File: src/rtl/wb_arbiter_if.sv
// Wishbone classic bus bundle shared by both master ports and the slave port of wb_arbiter.
// The master modport drives the request side; the slave modport returns data/ack/err.
interface wb_arbiter_if #(
  parameter int unsigned DAT_WIDTH = 64,
  parameter int unsigned ADR_WIDTH = 64
);
  logic                   cyc;
  logic                   stb;
  logic                   we;
  logic [DAT_WIDTH/8-1:0] sel;
  logic [ADR_WIDTH-1:0]   adr;
  logic [DAT_WIDTH-1:0]   dat_w;
  logic [DAT_WIDTH-1:0]   dat_r;
  logic                   ack;
  logic                   err;

  modport master (
    output cyc, stb, we, sel, adr, dat_w,
    input  dat_r, ack, err
  );

  modport slave (
    input  cyc, stb, we, sel, adr, dat_w,
    output dat_r, ack, err
  );
endinterface

File: src/rtl/wb_arbiter.sv
// Two-master round-robin Wishbone arbiter with a per-strobe slave timeout.
// The owner holds the bus for its whole cyc tenure; a stalled strobe gets a one-cycle err pulse.
module wb_arbiter #(
  parameter int unsigned DAT_WIDTH = 64,
  parameter int unsigned ADR_WIDTH = 64,
  parameter int unsigned TIMEOUT   = 16
) (
  input  logic          clk_i,
  input  logic          rst_i,
  wb_arbiter_if.slave   m0,
  wb_arbiter_if.slave   m1,
  wb_arbiter_if.master  s
);
  localparam int unsigned SelWidth = DAT_WIDTH / 8;
  localparam logic [7:0]  CntMax   = 8'(TIMEOUT - 1);

  typedef enum logic [0:0] {StIdle, StBusy} state_e;

  state_e     r_state;
  logic       r_owner;
  logic       r_last_grant;
  logic [7:0] r_cnt;
  logic       r_to_err;

  logic                 w_busy;
  logic                 w_cyc;
  logic                 w_stb;
  logic                 w_we;
  logic [SelWidth-1:0]  w_sel;
  logic [ADR_WIDTH-1:0] w_adr;
  logic [DAT_WIDTH-1:0] w_dat;
  logic                 w_stall;

  assign w_busy  = (r_state == StBusy);
  assign w_cyc   = r_owner ? m1.cyc   : m0.cyc;
  assign w_stb   = w_busy & (r_owner ? m1.stb : m0.stb);
  assign w_we    = r_owner ? m1.we    : m0.we;
  assign w_sel   = r_owner ? m1.sel   : m0.sel;
  assign w_adr   = r_owner ? m1.adr   : m0.adr;
  assign w_dat   = r_owner ? m1.dat_w : m0.dat_w;
  // Ack or err from the slave this cycle always beats the timeout.
  assign w_stall = w_stb & ~s.ack & ~s.err;

  always_comb begin
    s.cyc    = 1'b0;
    s.stb    = 1'b0;
    s.we     = 1'b0;
    s.sel    = '0;
    s.adr    = '0;
    s.dat_w  = '0;
    m0.dat_r = '0;
    m0.ack   = 1'b0;
    m0.err   = 1'b0;
    m1.dat_r = '0;
    m1.ack   = 1'b0;
    m1.err   = 1'b0;
    if (w_busy) begin
      s.cyc   = w_cyc;
      s.stb   = w_stb;
      s.we    = w_we;
      s.sel   = w_sel;
      s.adr   = w_adr;
      s.dat_w = w_dat;
      if (r_owner) begin
        m1.dat_r = s.dat_r;
        m1.ack   = s.ack;
        m1.err   = s.err | r_to_err;
      end else begin
        m0.dat_r = s.dat_r;
        m0.ack   = s.ack;
        m0.err   = s.err | r_to_err;
      end
    end
  end

  always_ff @(posedge clk_i) begin
    if (rst_i) begin
      r_state      <= StIdle;
      r_owner      <= 1'b0;
      r_last_grant <= 1'b1;
      r_cnt        <= '0;
      r_to_err     <= 1'b0;
    end else begin
      r_to_err <= 1'b0;
      if (w_stall) begin
        if (r_cnt == CntMax) begin
          r_cnt    <= '0;
          r_to_err <= 1'b1;
        end else begin
          r_cnt <= r_cnt + 8'd1;
        end
      end else begin
        r_cnt <= '0;
      end

      unique case (r_state)
        StIdle: begin
          if (m0.cyc && m1.cyc) begin
            r_owner      <= ~r_last_grant;
            r_last_grant <= ~r_last_grant;
            r_state      <= StBusy;
          end else if (m0.cyc) begin
            r_owner      <= 1'b0;
            r_last_grant <= 1'b0;
            r_state      <= StBusy;
          end else if (m1.cyc) begin
            r_owner      <= 1'b1;
            r_last_grant <= 1'b1;
            r_state      <= StBusy;
          end
        end
        StBusy: begin
          if (!w_cyc) r_state <= StIdle;
        end
        default: r_state <= StIdle;
      endcase
    end
  end
endmodule

File: src/flat_wrapper.sv
// flat-port wrapper written by rule: the top's interface ports become plain ports
module wb_arbiter_flat 
#(
  parameter int unsigned DAT_WIDTH = 64,
  parameter int unsigned ADR_WIDTH = 64,
  parameter int unsigned TIMEOUT   = 16
)
  (clk_i, rst_i, m0_cyc, m0_stb, m0_we, m0_sel, m0_adr, m0_dat_w, m0_dat_r, m0_ack, m0_err, m1_cyc, m1_stb, m1_we, m1_sel, m1_adr, m1_dat_w, m1_dat_r, m1_ack, m1_err, s_cyc, s_stb, s_we, s_sel, s_adr, s_dat_w, s_dat_r, s_ack, s_err);
  wb_arbiter_if #(.DAT_WIDTH(DAT_WIDTH), .ADR_WIDTH(ADR_WIDTH)) m0_i ();
  wb_arbiter_if #(.DAT_WIDTH(DAT_WIDTH), .ADR_WIDTH(ADR_WIDTH)) m1_i ();
  wb_arbiter_if #(.DAT_WIDTH(DAT_WIDTH), .ADR_WIDTH(ADR_WIDTH)) s_i ();
  input  logic clk_i;
  input  logic rst_i;
  input wire logic [$bits(m0_i.cyc)-1:0] m0_cyc;
  input wire logic [$bits(m0_i.stb)-1:0] m0_stb;
  input wire logic [$bits(m0_i.we)-1:0] m0_we;
  input wire logic [$bits(m0_i.sel)-1:0] m0_sel;
  input wire logic [$bits(m0_i.adr)-1:0] m0_adr;
  input wire logic [$bits(m0_i.dat_w)-1:0] m0_dat_w;
  output wire logic [$bits(m0_i.dat_r)-1:0] m0_dat_r;
  output wire logic [$bits(m0_i.ack)-1:0] m0_ack;
  output wire logic [$bits(m0_i.err)-1:0] m0_err;
  input wire logic [$bits(m1_i.cyc)-1:0] m1_cyc;
  input wire logic [$bits(m1_i.stb)-1:0] m1_stb;
  input wire logic [$bits(m1_i.we)-1:0] m1_we;
  input wire logic [$bits(m1_i.sel)-1:0] m1_sel;
  input wire logic [$bits(m1_i.adr)-1:0] m1_adr;
  input wire logic [$bits(m1_i.dat_w)-1:0] m1_dat_w;
  output wire logic [$bits(m1_i.dat_r)-1:0] m1_dat_r;
  output wire logic [$bits(m1_i.ack)-1:0] m1_ack;
  output wire logic [$bits(m1_i.err)-1:0] m1_err;
  output wire logic [$bits(s_i.cyc)-1:0] s_cyc;
  output wire logic [$bits(s_i.stb)-1:0] s_stb;
  output wire logic [$bits(s_i.we)-1:0] s_we;
  output wire logic [$bits(s_i.sel)-1:0] s_sel;
  output wire logic [$bits(s_i.adr)-1:0] s_adr;
  output wire logic [$bits(s_i.dat_w)-1:0] s_dat_w;
  input wire logic [$bits(s_i.dat_r)-1:0] s_dat_r;
  input wire logic [$bits(s_i.ack)-1:0] s_ack;
  input wire logic [$bits(s_i.err)-1:0] s_err;
  assign m0_i.cyc = m0_cyc;
  assign m0_i.stb = m0_stb;
  assign m0_i.we = m0_we;
  assign m0_i.sel = m0_sel;
  assign m0_i.adr = m0_adr;
  assign m0_i.dat_w = m0_dat_w;
  assign m0_dat_r = m0_i.dat_r;
  assign m0_ack = m0_i.ack;
  assign m0_err = m0_i.err;
  assign m1_i.cyc = m1_cyc;
  assign m1_i.stb = m1_stb;
  assign m1_i.we = m1_we;
  assign m1_i.sel = m1_sel;
  assign m1_i.adr = m1_adr;
  assign m1_i.dat_w = m1_dat_w;
  assign m1_dat_r = m1_i.dat_r;
  assign m1_ack = m1_i.ack;
  assign m1_err = m1_i.err;
  assign s_cyc = s_i.cyc;
  assign s_stb = s_i.stb;
  assign s_we = s_i.we;
  assign s_sel = s_i.sel;
  assign s_adr = s_i.adr;
  assign s_dat_w = s_i.dat_w;
  assign s_i.dat_r = s_dat_r;
  assign s_i.ack = s_ack;
  assign s_i.err = s_err;
  wb_arbiter #(.DAT_WIDTH(DAT_WIDTH), .ADR_WIDTH(ADR_WIDTH), .TIMEOUT(TIMEOUT)) u_core (.clk_i(clk_i), .rst_i(rst_i), .m0(m0_i), .m1(m1_i), .s(s_i));
endmodule
File: config.mk
export PLATFORM = sky130hd
export DESIGN_NAME = wb_arbiter_flat
export DESIGN_NICKNAME = d
export VERILOG_FILES = /design/src/rtl/wb_arbiter_if.sv /design/src/rtl/wb_arbiter.sv /design/src/flat_wrapper.sv
export SDC_FILE = /design/constraint.sdc
export NUM_CORES = 1
export LEC_CHECK = 0
export CAP_MARGIN = 20
export CORE_AREA = 10 10 234 236
export DETAILED_ROUTE_END_ITERATION = 16
export DIE_AREA = 0 0 244 246
export PLACE_DENSITY = 0.37
export SYNTH_ARGS = -nofsm -noshare
export SYNTH_HDL_FRONTEND = slang
export SYNTH_SLANG_ARGS = --single-unit
File: constraint.sdc
create_clock -name clk_i -period 1.8 [get_ports clk_i]
set_input_delay 0.54 -clock clk_i [delete_from_list [all_inputs] [get_ports clk_i]]
set_output_delay 0.54 -clock clk_i [all_outputs]
set_load 0.02 [all_outputs]
==> summary.md, run 1 <==
| Metric | Value |
|---|---|
| Worst Hold Launch | u_core.r_cnt[0]$_SDFF_PP0_ |
| Setup crit start | u_core.r_owner$_SDFFE_PP0P_ |
| CP max FO | 9 |
| DRC viols | 0 |
| Worst-path clk slew | 0.05 ns |
| Slew margin rel. | 0.810 |
| Number of vias per cell | 3.49 |
| ANT nets after route | 0 |
| Tightest Pin Transition | about 0.28 ns |
| Crit path launch type | register |
| Post-synthesis instance area | between 3000 and 4000 sq um |
| CTS tree | done |
| CTS root buf | clkbuf_16 |
| Power Density | 338 nW/um^2 |
| Lkg Pwr | 0.00551 uW |
| Vias in the first global route | 7060 |
| Area after DPL | roughly 11000 sq um |
| Worst r2r path cells | 8 |
| Critical Path Sink Type | output port |
| R2R Setup Slk | 0 ns |
| Unique masters post-synth | 29 |
| Final std cells w/o fill | 1905 |
| Fillers | 5418 |
| Initial core utilization | 0.0708 |
| Clock Path Buffers | 2 |
| Unrepaired setup endpoints after global routing | yes |
| Pre-CTS setup slack | -0.951 ns |
| Worst r2r src | u_core.r_owner$_SDFFE_PP0P_ |
| Standard-cell row count | 82 |
| Tmin final | 2.13 ns |
| Layout area overhead | 271% |
| Htree depth | 1 |
| Synth Register Bits | 12 |
| Final setup violation count | 271 |
| Reg-to-Reg End | u_core.r_cnt[5]$_SDFF_PP0_ |
| Total of max-cap violations | 0 |
| CP Data Required Time | 1.26 ns |
| Finished Cell Area | 13100 sq um |
| DR iter-0 viols | 96 |
| Share of flip-flops with an asynchronous set or reset | 0 |
| Commonest non-fill, non-tap cells in the layout | 331 x clkdlybuf4s50_1, 180 x buf_6, 132 x nor2_1 |
| Worst-Skew Late Latency | 0.24 ns |
| Routability cong. | 0.835 |
| Hold Path Sink | u_core.r_cnt[0]$_SDFF_PP0_ |
| Hold Vio Cnt, Final | 0 |
| Top post-synthesis cells by area | mux2i_1 39%, nor2_1 15%, and2_1 12% |
| Tcrit/Tclk final | 1.19 |
| Synth top area share | 0.394 |
| Nets | 1576 |
| I/O Buffers | 616 |
| Die area | 60000 sq um |
| TritonCTS buffer count | 3 |
| GR Overflow Total | 0 |
| Post-synth EDFFs | 0 |
| First-pass GRT wire length | 52200 um |
| Synthesis Warnings | 0 |
| Die Y | 246 um |
| Failing checks | negative setup slack |
| Peak supply drop | 307 uV |
| Mapped Cells | 516 |
| Syn nets | 863 |
| Cts-stage hold buffer count | 0 |
| Synth Flop Type | dfxtp_1 |
| Final setup margin | -0.335 ns |
| Synth area leader | mux2i_1 |
| HPWL after detailed placement | 31100 um |
| Sequential area share after synthesis | 0.0680 |
| Fin Clk Skew | 0.00446 ns |
| Status | finished with violations |
| Highest clock rate | 468 MHz |
| Total power draw | 4440 uW |
| DR pass1 iterations | 6 |
| Critical path class | register to output port |
| Mean Syn Cell Area | between 6 and 7 sq um |
| Register Area | 248 sq um |
| Core area | roughly 50000 sq um |
| Area occupied by multi-input gates | 3730 sq um |
| Io pins | about 600 |
| Final WL | 39000 um |
| Routed vias | between 6k and 7k |
| Max-slew violation count | 0 |
| Largest net degree at the start of global routing | 28 |
| Critical Path AT | 1.59 ns |
| DR WL/cell | about 20 um |
| Initial antenna violation count | 6 |
| Post-Place Cells | roughly 1.8k |
| WHS Path Cells | 1 |
| Worst hold-check path type | register to register |
| Chip Width | between 200 and 250 um |
| Commonest non-fill, non-tap cell in the layout | clkdlybuf4s50_1 |
| Layout cell share with drive strength beyond 1 | 0.477 |
| Clock Sinks | 12 |
| Total Routing Usage GR | 0.117 |
## worst max-delay path by stage
stage              endpoint  slack (ns)
6_report       m0_dat_r[59]       -0.33
5_1_grt         s_dat_w[33]       -0.39
4_1_cts         s_dat_w[29]       -0.41
3_5_place_dp          s_cyc       -0.95
3_3_place_gp          s_cyc       -1.03
2_1_floorplan        m0_err      0.0002
## layout make-up
| class | instances | area share |
|---|---|---|
| sequential | 12 | 0.0189 |
| antenna | 5 | 0.000954 |
| inverter | 1 | 0.000859 |
| timing repair buffer | 760 | 0.624 |
| tap | 672 | 0.0641 |
| multi-input combinational | 451 | 0.284 |
| clock buffer | 4 | 0.00677 |
## critical path, stage by stage (launching register included)
cell,delay (ns)
dfxtp_4,0.36
buf_8,0.13
nor2_4,0.15
buf_12,0.16
buf_8,0.13
buf_16,0.13
and2_4,0.16
buf_6,0.12
## Yosys cell counts (all sizes together) (2+ instances only)
master,instances
nor3b,2
dfxtp,12
nand3,3
nand2,4
xor2,2
and2,65
a211oi,4
nor3,7
or3,3
buf,23
nor2,145
o21ai,3
and3,65
clkbuf,30
mux2i,139
## repair_timing
action                     4_1_cts  5_1_grt
gates cloned                    22        6
pin swaps                       23       39
buffers inserted                56       20
setup endpoints to repair      280      277
hold endpoints to repair         0        0
resized for setup             1540      175
## per-stage QoR
step	util	TNS (ns)	hold slack, ns
global route	0.263	-72.62	0.513
detailed placement	0.220	-140.31	0.483
finish	0.263	-55.29	0.486
global placement	0.220	-140.27	0.469
floorplan	-	0	0.451
CTS	0.252	-64.58	0.490
## metal layers
| layer | GRT usage | wire, um |
|---|---|---|
| met5 | 0 | 13 |
| met2 | 0.221 | 20700 |
| met1 | 0.118 | 13700 |
| met3 | 0.0379 | 3300 |
| met4 | 0.0426 | 1310 |
## state kept, by name (all words and copies together), names as in the netlist
register,flops
u_core.r_last_grant,1
u_core.r_cnt,8
u_core.r_state,1
u_core.r_to_err,1
u_core.r_owner,1
## cell families after synthesis
family | count (synthesis) | share of synthesized area
flip-flops | 12 | 0.0680
AND/OR/NAND/NOR | 298 | 0.431
buffers and inverters | 54 | 0.0755
adder cells (fa/ha/maj) | 1 | 0.00354
multiplexers | 139 | 0.394
AO/OA/AOI/OAI | 9 | 0.0206
XOR/XNOR | 3 | 0.00744
## power breakdown
part / leakage [uW] / switching [uW] / total [uW] / internal [uW]
Clock: 0.0000442 / 124 / 460 / 336
Sequential: 0.0000986 / 8.64 / 281 / 272
Combinational: 0.00537 / 1530 / 3700 / 2170
(Power assumes the default switching activity.)
==> run 2: changes to the inputs <==
--- a/config.mk
+++ b/config.mk
@@ -10,6 +10,7 @@
 export DETAILED_ROUTE_END_ITERATION = 16
 export DIE_AREA = 0 0 244 246
 export PLACE_DENSITY = 0.37
+export RECOVER_POWER = 25
 export SYNTH_ARGS = -nofsm -noshare
 export SYNTH_HDL_FRONTEND = slang
 export SYNTH_SLANG_ARGS = --single-unit
==> results of run 2 <==
The final DEF is identical to that of run 1; final timing and power are the same.
